## config.mk

```make
export PLATFORM = sky130hd
export DESIGN_NAME = hazard_stall_ctrl_flat
export DESIGN_NICKNAME = d
export VERILOG_FILES = /design/src/rtl/hazard_stall_ctrl_if.sv /design/src/rtl/hazard_stall_ctrl.sv /design/src/flat_wrapper.sv
export SDC_FILE = /design/constraint.sdc
export NUM_CORES = 1
export LEC_CHECK = 0
export BUFFER_PORTS_ARGS = -buffer_cell sky130_fd_sc_hd__buf_4
export CAP_MARGIN = 20
export CORE_ASPECT_RATIO = 0.9
export CORE_MARGIN = 10
export CORE_UTILIZATION = 46
export CTS_BUF_LIST = sky130_fd_sc_hd__clkbuf_4
export CTS_CLUSTER_SIZE = 28
export DETAILED_ROUTE_END_ITERATION = 8
export PLACE_DENSITY = 0.84
export SETUP_SLACK_MARGIN = 0.3
export SLEW_MARGIN = 25
export SYNTH_ARGS = -nofsm -noshare
export SYNTH_HDL_FRONTEND = slang
export SYNTH_SLANG_ARGS = --single-unit
```

## constraint.sdc

```tcl
create_clock -name clock -period 2.1 [get_ports clock]
set_clock_uncertainty 0.1 [all_clocks]
set_input_delay 0.42 -clock clock [delete_from_list [all_inputs] [get_ports clock]]
set_output_delay 0.42 -clock clock [all_outputs]
set_load 0.05 [all_outputs]
```

## src/rtl/hazard_stall_ctrl_if.sv

```systemverilog
// hazard_stall_ctrl_if: decode/execute hazard inputs and pipeline-control outputs
// exchanged between the core datapath (master) and the hazard/stall controller (slave).
`default_nettype none

interface hazard_stall_ctrl_if #(
  parameter int CNT_W = 16
);
  logic             mem_read_f3;
  logic [4:0]       escrita_f3;
  logic [4:0]       RS_f2;
  logic [4:0]       RT_f2;
  logic             usa_rt_f2;
  logic             muldiv_start_f3;
  logic             muldiv_done;
  logic             branch_taken_f3;
  logic             pc_enable;
  logic             if_id_enable;
  logic             id_ex_enable;
  logic             if_id_flush;
  logic             id_ex_flush;
  logic             ex_mem_flush;
  logic [1:0]       estado;
  logic             erro;
  logic [CNT_W-1:0] ciclos_stall;

  modport master (
    output mem_read_f3, escrita_f3, RS_f2, RT_f2, usa_rt_f2,
           muldiv_start_f3, muldiv_done, branch_taken_f3,
    input  pc_enable, if_id_enable, id_ex_enable,
           if_id_flush, id_ex_flush, ex_mem_flush,
           estado, erro, ciclos_stall
  );

  modport slave (
    input  mem_read_f3, escrita_f3, RS_f2, RT_f2, usa_rt_f2,
           muldiv_start_f3, muldiv_done, branch_taken_f3,
    output pc_enable, if_id_enable, id_ex_enable,
           if_id_flush, id_ex_flush, ex_mem_flush,
           estado, erro, ciclos_stall
  );
endinterface

`default_nettype wire

```

## src/rtl/hazard_stall_ctrl.sv

```systemverilog
// hazard_stall_ctrl: load-use stall, mul/div wait sequencing with timeout, branch flush,
// and a saturating stall-cycle counter for the 5-stage MIPS32 pipeline. Rev 1.0
`default_nettype none

module hazard_stall_ctrl #(
  parameter int MAX_WAIT = 32,
  parameter int CNT_W    = 16
) (
  input  wire                 clock,
  input  wire                 reset_n,
  hazard_stall_ctrl_if.slave  bus
);

  localparam int WAIT_W = (MAX_WAIT > 2) ? $clog2(MAX_WAIT) : 1;

  typedef enum logic [1:0] {
    S_RUN  = 2'b00,
    S_WAIT = 2'b01,
    S_ERRO = 2'b10
  } state_t;

  state_t             r_state;
  state_t             w_state_next;
  logic [WAIT_W-1:0]  r_wcnt;
  logic [WAIT_W-1:0]  w_wcnt_next;
  logic               r_erro;
  logic               w_set_erro;
  logic [CNT_W-1:0]   r_cnt;

  logic w_hz;
  logic w_pc_en, w_if_id_en, w_id_ex_en;
  logic w_if_id_fl, w_id_ex_fl, w_ex_mem_fl;

  assign w_hz = bus.mem_read_f3 && (bus.escrita_f3 != 5'd0) &&
                ((bus.escrita_f3 == bus.RS_f2) ||
                 (bus.usa_rt_f2 && (bus.escrita_f3 == bus.RT_f2)));

  always_ff @(posedge clock or negedge reset_n) begin
    if (!reset_n) begin
      r_state <= S_RUN;
      r_wcnt  <= '0;
      r_erro  <= 1'b0;
      r_cnt   <= '0;
    end else begin
      r_state <= w_state_next;
      r_wcnt  <= w_wcnt_next;
      if (w_set_erro)
        r_erro <= 1'b1;
      if (!w_pc_en && (r_cnt != {CNT_W{1'b1}}))
        r_cnt <= r_cnt + CNT_W'(1);
    end
  end

  // Mealy outputs: stalls must take effect on the same edge the hazard is seen.
  always_comb begin
    w_state_next = r_state;
    w_wcnt_next  = r_wcnt;
    w_set_erro   = 1'b0;
    w_pc_en      = 1'b1;
    w_if_id_en   = 1'b1;
    w_id_ex_en   = 1'b1;
    w_if_id_fl   = 1'b0;
    w_id_ex_fl   = 1'b0;
    w_ex_mem_fl  = 1'b0;

    if (!reset_n) begin
      w_state_next = S_RUN;
      w_wcnt_next  = '0;
      w_pc_en      = 1'b0;
      w_if_id_en   = 1'b0;
      w_id_ex_en   = 1'b0;
      w_if_id_fl   = 1'b1;
      w_id_ex_fl   = 1'b1;
      w_ex_mem_fl  = 1'b1;
    end else begin
      case (r_state)
        S_RUN: begin
          if (bus.branch_taken_f3) begin
            w_if_id_fl = 1'b1;
            w_id_ex_fl = 1'b1;
          end else if (bus.muldiv_start_f3) begin
            w_state_next = S_WAIT;
            w_wcnt_next  = '0;
          end else if (w_hz) begin
            w_pc_en    = 1'b0;
            w_if_id_en = 1'b0;
            w_id_ex_fl = 1'b1;
          end
        end
        S_WAIT: begin
          if (bus.muldiv_done) begin
            w_state_next = S_RUN;
          end else begin
            w_pc_en     = 1'b0;
            w_if_id_en  = 1'b0;
            w_id_ex_en  = 1'b0;
            w_ex_mem_fl = 1'b1;
            w_wcnt_next = r_wcnt + WAIT_W'(1);
            if (r_wcnt == WAIT_W'(MAX_WAIT - 1)) begin
              w_state_next = S_ERRO;
              w_set_erro   = 1'b1;
            end
          end
        end
        S_ERRO:  w_state_next = S_RUN;
        default: w_state_next = S_RUN;
      endcase
    end
  end

  assign bus.pc_enable    = w_pc_en;
  assign bus.if_id_enable = w_if_id_en;
  assign bus.id_ex_enable = w_id_ex_en;
  assign bus.if_id_flush  = w_if_id_fl;
  assign bus.id_ex_flush  = w_id_ex_fl;
  assign bus.ex_mem_flush = w_ex_mem_fl;
  assign bus.estado       = r_state;
  assign bus.erro         = r_erro;
  assign bus.ciclos_stall = r_cnt;

endmodule

`default_nettype wire

```

## src/flat_wrapper.sv

```systemverilog
// flat-port wrapper written by rule: the top's interface ports become plain ports
module hazard_stall_ctrl_flat 
#(
  parameter int MAX_WAIT = 32,
  parameter int CNT_W    = 16
)
  (clock, reset_n, bus_mem_read_f3, bus_escrita_f3, bus_RS_f2, bus_RT_f2, bus_usa_rt_f2, bus_muldiv_start_f3, bus_muldiv_done, bus_branch_taken_f3, bus_pc_enable, bus_if_id_enable, bus_id_ex_enable, bus_if_id_flush, bus_id_ex_flush, bus_ex_mem_flush, bus_estado, bus_erro, bus_ciclos_stall);
  hazard_stall_ctrl_if #(.CNT_W(CNT_W)) bus_i ();
  input  wire clock;
  input  wire reset_n;
  input wire logic [$bits(bus_i.mem_read_f3)-1:0] bus_mem_read_f3;
  input wire logic [$bits(bus_i.escrita_f3)-1:0] bus_escrita_f3;
  input wire logic [$bits(bus_i.RS_f2)-1:0] bus_RS_f2;
  input wire logic [$bits(bus_i.RT_f2)-1:0] bus_RT_f2;
  input wire logic [$bits(bus_i.usa_rt_f2)-1:0] bus_usa_rt_f2;
  input wire logic [$bits(bus_i.muldiv_start_f3)-1:0] bus_muldiv_start_f3;
  input wire logic [$bits(bus_i.muldiv_done)-1:0] bus_muldiv_done;
  input wire logic [$bits(bus_i.branch_taken_f3)-1:0] bus_branch_taken_f3;
  output wire logic [$bits(bus_i.pc_enable)-1:0] bus_pc_enable;
  output wire logic [$bits(bus_i.if_id_enable)-1:0] bus_if_id_enable;
  output wire logic [$bits(bus_i.id_ex_enable)-1:0] bus_id_ex_enable;
  output wire logic [$bits(bus_i.if_id_flush)-1:0] bus_if_id_flush;
  output wire logic [$bits(bus_i.id_ex_flush)-1:0] bus_id_ex_flush;
  output wire logic [$bits(bus_i.ex_mem_flush)-1:0] bus_ex_mem_flush;
  output wire logic [$bits(bus_i.estado)-1:0] bus_estado;
  output wire logic [$bits(bus_i.erro)-1:0] bus_erro;
  output wire logic [$bits(bus_i.ciclos_stall)-1:0] bus_ciclos_stall;
  assign bus_i.mem_read_f3 = bus_mem_read_f3;
  assign bus_i.escrita_f3 = bus_escrita_f3;
  assign bus_i.RS_f2 = bus_RS_f2;
  assign bus_i.RT_f2 = bus_RT_f2;
  assign bus_i.usa_rt_f2 = bus_usa_rt_f2;
  assign bus_i.muldiv_start_f3 = bus_muldiv_start_f3;
  assign bus_i.muldiv_done = bus_muldiv_done;
  assign bus_i.branch_taken_f3 = bus_branch_taken_f3;
  assign bus_pc_enable = bus_i.pc_enable;
  assign bus_if_id_enable = bus_i.if_id_enable;
  assign bus_id_ex_enable = bus_i.id_ex_enable;
  assign bus_if_id_flush = bus_i.if_id_flush;
  assign bus_id_ex_flush = bus_i.id_ex_flush;
  assign bus_ex_mem_flush = bus_i.ex_mem_flush;
  assign bus_estado = bus_i.estado;
  assign bus_erro = bus_i.erro;
  assign bus_ciclos_stall = bus_i.ciclos_stall;
  hazard_stall_ctrl #(.MAX_WAIT(MAX_WAIT), .CNT_W(CNT_W)) u_core (.clock(clock), .reset_n(reset_n), .bus(bus_i));
endmodule
```

[Word-level counts from Yosys, hierarchy flattened]
Cells that the tools add are included.
Operators by class
  muxes and demuxes: 34
  reduce and logical (&&, ||, !) cells: 10
  $mul: 0
  bitwise gates (word level): 0
  div/mod/pow operators: 0
  add/sub/neg operators: 2
  shift-type cells: 0
  order comparisons: 0
  equal/unequal tests: 10
Operator list (count)
  2-to-1 mux 1 bit: 22
  2-to-1 mux 5 bit: 4
  adder 16 x 1 -> 16 bit (second input constant): 1
  inequality test 16 bit (second input constant): 1
  equality test 5 bit: 2
  2-to-1 mux 2 bit: 5
  one-hot mux 5 bit (2 select lines): 1
  inequality test 3 bit (second input constant): 3
  adder 5 x 1 -> 5 bit (second input constant): 1
  equality test 5 bit (second input constant): 1
  nonzero test 5 bit: 1
  logical AND 1 bit: 4
  inequality test 4 x 3 -> 1 bit (second input constant): 1
  one-hot mux 2 bit (2 select lines): 1
  AND reduction 4 bit: 1
  inequality test 3 x 1 -> 1 bit (second input constant): 1
  AND reduction 3 bit: 1
  equality test 2 x 1 -> 1 bit (second input constant): 1
  zero test 2 bit: 1
  one-hot mux 1 bit (2 select lines): 1
  zero test 1 bit: 1
  logical OR 1 bit: 1
Word-level totals
  register bits: 24
  bits in writable memories: 0
  latch bits: 0
  word-level logic and storage cells: 60
  input port bits: 22
  memories kept: 0
  ROM bits: 0
  output and inout port bits: 25

[Logic depth before layout (Yosys ltp)]
Gate-level depths: netlist (run 1).
  depth in word-level cells: 11
  depth in mapped cells: 8
  mapped depth without buffers: 7

[Worst setup path after synthesis (run 1)]
OpenSTA, ideal clock, no wires.
  kind: register to output
  start point: reg u_core.r_state[1] (netlist: u_core.bus.estado[1])
  end point: out bus_pc_enable
  required time: 1.580 ns
  path slack: -1.395 ns
  cell stages (with the launch flop): 6
  buffers on the path: 1
  arrival: 2.975 ns
  cell sequence: dfrtp_1 > nand2b_1 > o21a_1 > inv_1 > a21oi_1 > buf_4
On the way
  word-level cells in the longest chain between the ends: 3
  elaborated cells between the ends (all ways): 4
  those cells by class: 1 x eq/ne; 2 x mux; 1 x reduce/logical
RTL lines
  from (decl): RTL line hazard_stall_ctrl.sv:22  | state_t r_state;
  from (signal assigned): RTL line hazard_stall_ctrl.sv:45  | r_state <= w_state_next;
  equality test 2 x 1 -> 1 bit or zero test 2 bit (tied branches)
  one-hot mux 1 bit (2 select lines) *
  2-to-1 mux 1 bit *
  to (decl): RTL line flat_wrapper.sv:19  | output wire logic [$bits(bus_i.pc_enable)-1:0] bus_pc_enable;
Every way passes the cells marked *; elsewhere a longest branch is shown, timed or not.

[Final worst setup path (run 1)]
  start point: in bus_escrita_f3[4]
  end point: out bus_id_ex_flush
On the way
  word-level cells in the longest chain between the ends: 9
  elaborated cells between the ends (all ways): 12
  those cells by class: 2 x eq/ne; 5 x mux; 5 x reduce/logical
RTL lines
  from (decl): RTL line flat_wrapper.sv:12  | input wire logic [$bits(bus_i.escrita_f3)-1:0] bus_escrita_f3;
  equality test 5 bit: RTL line hazard_stall_ctrl.sv:36  | (bus.usa_rt_f2 && (bus.escrita_f3 == bus.RT_f2)));
  logical AND 1 bit: RTL line hazard_stall_ctrl.sv:36
  logical OR 1 bit: RTL line hazard_stall_ctrl.sv:35  | ((bus.escrita_f3 == bus.RS_f2) ||
  logical AND 1 bit *: RTL line hazard_stall_ctrl.sv:34  | assign w_hz = bus.mem_read_f3 && (bus.escrita_f3 != 5'd0) &&
  2-to-1 mux 1 bit *: RTL line hazard_stall_ctrl.sv:84  | end else if (w_hz) begin
  2-to-1 mux 1 bit *: RTL line hazard_stall_ctrl.sv:81  | end else if (bus.muldiv_start_f3) begin
  2-to-1 mux 1 bit *: RTL line hazard_stall_ctrl.sv:78  | if (bus.branch_taken_f3) begin
  2-to-1 mux 1 bit *: RTL line hazard_stall_ctrl.sv:76  | case (r_state)
  2-to-1 mux 1 bit *: RTL line hazard_stall_ctrl.sv:66  | if (!reset_n) begin
  to (decl): RTL line flat_wrapper.sv:23  | output wire logic [$bits(bus_i.id_ex_flush)-1:0] bus_id_ex_flush;
Marked as above.

==> results of run 1 <==
report_power, final:
part	total (W)	switching, W	leakage [nW]	internal [W]
Sequential	0.000806	0.000198	0.274	0.000608
Clock	0.000230	0.000143	0.0184	0.0000873
Combinational	0.00146	0.000938	0.838	0.000519
stage by stage:
step           utilization (%)  cells  cell area (um2)
2_1_floorplan                -    143             1520
3_3_place_gp              72.5    241             2020
3_5_place_dp              72.5    241             2020
4_1_cts                   86.4    259             2410
5_1_grt                   92.3    269             2580
6_report                  92.3    269             2580
per-layer routing:
layer,wire (um),GRT usage [%],vias to the layer above
li1,-,-,670
met1,2420,21.7,789
met4,422,6.48,0
met3,647,4.86,40
met5,0,0,-
met2,3240,32.8,130
state kept, by name, indices dropped and copies added (netlist names):
name / cells
u_core.bus.ciclos_stall: 16
u_core.bus.estado: 2
u_core.bus.erro: 1
u_core.r_wcnt: 5
cells by family (layout without fill, tap and decap cells):
group | count (synthesis) | count (layout) | share of synthesized area [%]
xor gates and xnor gates | 24 | 24 | 15.5
adders and majority gates | 3 | 3 | 2.77
and+or+nand+nor | 66 | 66 | 24.0
muxes | 3 | 3 | 2.77
DFF | 24 | 24 | 44.4
AOI/OAI and AO/OA | 17 | 17 | 8.04
buffers and inverters | 6 | 92 | 2.50
cell usage after synthesis:
cell type	count
nor2b_1	2
buf_4	1
inv_1	4
mux2_2	2
o21a_1	1
nor4b_1	1
nor4_1	1
nand4_1	3
nor3_1	10
o22ai_1	1
and2_1	1
or4_4	1
mux2_4	1
or2_2	2
nand2_1	19
xnor2_1	11
nor2_1	11
o211ai_2	1
and3_1	1
a21oi_2	1
dfrtp_1	24
xor2_1	13
a31oi_1	2
o21ai_0	6
and4_1	1
o31ai_1	1
buf_6	1
a21oi_1	3
ha_1	3
o2111ai_1	1
nand3_1	10
or3b_2	1
nand2b_1	2
worst max-delay path: stages:
cell       delay (ns)
buf_8            0.10
buf_4            0.14
xnor2_1          0.22
nand3_1          0.12
o22ai_2          0.21
buf_6            0.16
o2111ai_4        0.12
nand3_4          0.11
buf_8            0.14
repair_timing:
item	in CTS	in global routing
gates cloned	1	0
endpoints found under the hold margin	2	0
hold buffers	1	0
pin swaps	17	21
setup endpoints to repair	28	25
buffers inserted	12	10
resized for setup	51	21
final timing paths:
| kind | from | to | slack [ns] | cells after the start |
|---|---|---|---|---|
| setup / recovery | bus_escrita_f3[4] | bus_id_ex_flush | -0.18 | 9 |
| min in group clock | u_core.bus.ciclos_stall[6] | u_core.bus.ciclos_stall[6] | 0.39 | 1 |
| hold / removal | reset_n | u_core.bus.ciclos_stall[9] | 0.07 | 2 |
| hold reg to reg | u_core.bus.ciclos_stall[6] | u_core.bus.ciclos_stall[6] | 0.39 | 1 |
| max in group asynchronous | reset_n | u_core.bus.estado[0] | 1.31 | 2 |
| setup reg to reg | u_core.bus.estado[1] | u_core.bus.ciclos_stall[12] | -0.11 | 9 |
layout make-up:
type                    count  area, um2
multi-input cells         113       1080
clock buffers               4       30.0
repair buffers             84        783
well taps                  40       50.0
inverters                   4       18.8
fillers                    97        214
flip-flops and latches     24        618
==> out/metrics.cfg, run 1 <==
[run_status]
status=finished with violations
violations=negative setup slack

[die]
std_cell_rows=18
start_util_pct=48.5
core_um2=2790
die_y_um=71.5
fp.dieArea_um2=5520
die_w_um=77.2
pin_count=47

[detailed_routing]
drt_first_pass_iters=4
drtAntennaViolNets=0
routed_wl_mm=6.73
wl_per_cell_um=25.0
post-route-drc-count=0
vias=1629
vias_per_cell=6.06
drt_iter0_markers=175

[sta]
final.min_clock_period_ns=2.28
hold_viol=0
finalCritPeriodShare_pct=109
setup_violations=18
maxSlewHeadroom_pct=68.1
fmax_ghz=0.439
rsz0062_at_grt=yes
timing.final.max_slew_violations=0
fin_setup_tns_ns=-1.38
setup_ws_ns=-0.179
worst_pin_slew_ns=0.477
whs_ns=0.0691

[placed_design]
hpwl_mm=3.03
place_ws_ns=-0.183
gp_congestion=0.862
portBuffers=46

[clock_network]
clkLatencyLatePin_ns=0.33
cts_made_buffers=3
clock_sinks=24
cts_tree=yes
cts_max_level=1
clk_path_buf_depth=2
cts_root_buf=clkbuf_4
clk_pin_slew_ns=0.15

[synth]
syn_nets=168
synth_seq_cells=24
synth_area_um2=1350
synth_seq_area_share_pct=44.4
yosysTopAreaCellShare_pct=44.4
ys_warn_count=0
yosysTopAreaCell=dfrtp_1
synth_cells=143
syn_avg_cell_area_um2=9.47
ys_top_cells_by_area=dfrtp_1 (44%), xor2_1 (8.4%), xnor2_1 (7.1%), nand2_1 (5.3%), nand3_1 (3.7%)
ys_types=33

[critical_path]
cp_data_required_time_ns=1.58
end_kind=primary output
crit_path_max_fanout=2
critical_path_class=in2out
worst_setup_path_start_kind=primary input
crit_arrival_ns=1.76

[cells_and_area]
drive_gt1_share_pct=65.1
area_delta_synth_final_pct=90.5
final_cell_mix=buf_4 (58), nand2_1 (16), buf_6 (16)
antenna_cells=0
final_common_cell=buf_4
design.final.nets=255

[grt]
antenna_found_initial=0
grt_first_pass_wirelength_mm=8.50
grt_overflow=0
track_usage_pct=18.7
grt_max_degree=23
grt_pass1_vias=1596

[power]
leakagePower_nw=1.13
power_density_nw_per_um2=967
vdd_drop_max_mv=1.12
power_w=0.00249

[min_path]
min_path_type=in2async

[flow_run]
drv_cap=0

No activity file was read; power rests on OpenSTA's default activity.
==> run 2: changes to the inputs <==
==> constraint.sdc (replaced) <==
create_clock -name clock -period 2.1 [get_ports clock]
set_clock_uncertainty 0.1 [all_clocks]
set_input_delay 0.105 -clock clock [delete_from_list [all_inputs] [get_ports clock]]
set_output_delay 0.105 -clock clock [all_outputs]
set_load 0.05 [all_outputs]
==> out/metrics.cfg, run 2 (synthesized netlist as in run 1, its figures left out) <==
[sta]
maxSlewHeadroom_pct=63.9  ; -4.3 points
hold_viol=0  ; unchanged
final.min_clock_period_ns=2.01  ; -0.269 ns
rsz0062_at_grt=yes
finalCritPeriodShare_pct=95.7  ; -13 points
fmax_ghz=0.497  ; +13%
fin_setup_tns_ns=0  ; +1.38 ns
timing.final.max_slew_violations=0  ; unchanged
worst_pin_slew_ns=0.542  ; +0.0653 ns
setup_violations=0  ; -18

[clock_network]
clk_path_buf_depth=2  ; unchanged
clock_sinks=24  ; unchanged
cts_max_level=1  ; unchanged
cts_root_buf=clkbuf_4
clkLatencyLatePin_ns=0.33  ; about the same
cts_made_buffers=3  ; unchanged
cts_tree=yes
clk_pin_slew_ns=0.16  ; about the same

[cells_and_area]
final_cell_mix=buf_4 (68), nand2_1 (17), dfrtp_2 (14)
fill_cells=156  ; +61%
design.final.nets=250  ; -2.0%
drive_gt1_share_pct=60.7  ; -4.4 points
seqCellArea_um2=618  ; unchanged
largest_register_ff_count=16  ; unchanged
final_cell_area_um2=2290  ; -11%
antenna_cells=0  ; unchanged
multi_input_area_um2=952  ; -12%
final_common_cell=buf_4
area_delta_synth_final_pct=69.2

[placed_design]
hpwl_mm=2.79  ; -7.8%
placed_area_um2=1800  ; -11%
gp_congestion=0.844  ; -2.1%
portBuffers=46  ; unchanged

[grt]
grt_first_pass_wirelength_mm=7.14  ; -16%
grt_max_degree=25  ; +8.7%
antenna_found_initial=0  ; unchanged
grt_pass1_vias=1442  ; -9.6%
track_usage_pct=15.4  ; -3.4 points
grt_overflow=0  ; unchanged

[detailed_routing]
vias_per_cell=5.69  ; -6.0%
drt_first_pass_iters=4  ; unchanged
post-route-drc-count=0  ; unchanged
wl_per_cell_um=20.4  ; -19%
drtAntennaViolNets=0  ; unchanged
routed_wl_mm=5.38  ; -20%
vias=1503  ; -7.7%
drt_iter0_markers=166  ; -5.1%

[power]
internal_power_w=0.00127  ; +4.7%
p_seq_share_pct=29.4  ; -2.9 points
leakagePower_nw=1.01  ; -11%
combPwrFrac_pct=61.7  ; +3.3 points
vdd_drop_max_mv=1.03  ; -8.2%
power_density_nw_per_um2=1100  ; +13%
switchingPower_w=0.00124  ; -3.0%
sw_frac_of_total_pct=49.4  ; -1.9 points
p_clk_share_pct=8.9  ; -0.3 points

[die]
core_um2=2790  ; unchanged
pin_count=47  ; unchanged
die_w_um=77.2  ; unchanged
start_util_pct=48.5  ; unchanged
fp.dieArea_um2=5520  ; unchanged
std_cell_rows=18  ; unchanged
die_y_um=71.5  ; unchanged

[critical_path]
crit_path_max_fanout=7  ; +5
critical_path_class=reg2reg
end_kind=flip-flop
worst_setup_path_start_kind=flip-flop
cp_data_required_time_ns=2.24  ; +0.66 ns
crit_arrival_ns=2.15  ; +0.39 ns

[flow_run]
drv_cap=0  ; unchanged

[min_path]
min_path_type=in2reg

[run_status]
status=complete, no violations

==> run 2: changes by cell type in the layout (fill, tap and decap cells not counted), moves of 2 or more <==
cell and delta:
buf_4 +10, buf_6 -8, buf_8 -6, nor3_4 -5, nor2_4 -4, nor2_1 +3, nor3_1 +3, a21oi_2 +2
buf_12 -2, nor3_2 +2
==> run 2: area by class of cell <==
class	count	share of cell area, %
clock buffers	3	0.983
clock inverters	1	0.164
inverters	4	0.819
multi-input cells	113	41.6
flip-flops and latches	24	27.0
well taps	40	2.18
repair buffers	79	27.3
==> run 2: repair_timing <==
| action | in CTS | in global routing |
|---|---|---|
| gates resized for setup | 20 | 34 |
| pin swaps | 8 | 17 |
| setup endpoints to repair | 22 | 24 |
| cloned | 0 | 1 |
| hold endpoints to repair | 25 | 24 |
| hold buffers | 2 | 1 |
| setup buffers | 14 | 13 |
==> run 2: path summary, 6_finish.rpt <==
path	endpoint	from	depth (start not counted)	slack [ns]
min reg2reg	u_core.bus.ciclos_stall[10]	u_core.bus.ciclos_stall[10]	1	0.40
min in group asynchronous	u_core.bus.ciclos_stall[13]	reset_n	3	0.34
max reg2reg	u_core.bus.ciclos_stall[13]	u_core.bus.estado[1]	7	0.09
min	u_core.bus.estado[0]	bus_branch_taken_f3	4	0.02
max	u_core.bus.ciclos_stall[13]	u_core.bus.estado[1]	7	0.09
max in group asynchronous	u_core.bus.estado[0]	reset_n	3	1.15
==> run 2: per-layer routing <==
layer	global-route usage, %	wire [um]	vias to the layer above
met1	17.9	2110	742
met4	4.45	107	0
met2	28.0	2770	97
li1	-	-	656
met5	0	0	-
met3	2.87	387	8
==> run 2: per-stage QoR <==
| step | utilization (%) | cells | setup WS (ns) | hold slack, ns | power (W) |
|---|---|---|---|---|---|
| 2_1_floorplan | - | 143 | -0.222 | -0.291 | 0.00150 |
| 6_report | 82.0 | 264 | 0.0896 | 0.0244 | 0.00251 |
| 4_1_cts | 72.9 | 249 | 0.260 | 0.00193 | 0.00221 |
| 3_5_place_dp | 64.6 | 229 | 0.110 | -0.0585 | 0.00186 |
| 5_1_grt | 82.0 | 264 | 0.00453 | 0.0312 | 0.00263 |
| 3_3_place_gp | 64.6 | 229 | 0.172 | -0.0661 | 0.00183 |
==> run 2: power groups by stage <==
stage                     clock network [W]  registers [W]  logic, W
after CTS                          0.000212       0.000729   0.00127
after floorplan                           0        0.00119  0.000313
after global routing               0.000244       0.000753   0.00163
after detailed placement                  0       0.000783   0.00108
after global placement                    0       0.000774   0.00106
final                              0.000224       0.000738   0.00155
==> run 2: critical path, stage by stage, from the launching register on <==
cell and delay, ns:
dfrtp_2 0.47, nor3_4 0.22, o211ai_2 0.17, a31oi_4 0.19, a21oi_2 0.10, buf_6 0.20
nor4_4 0.23, xor2_1 0.25
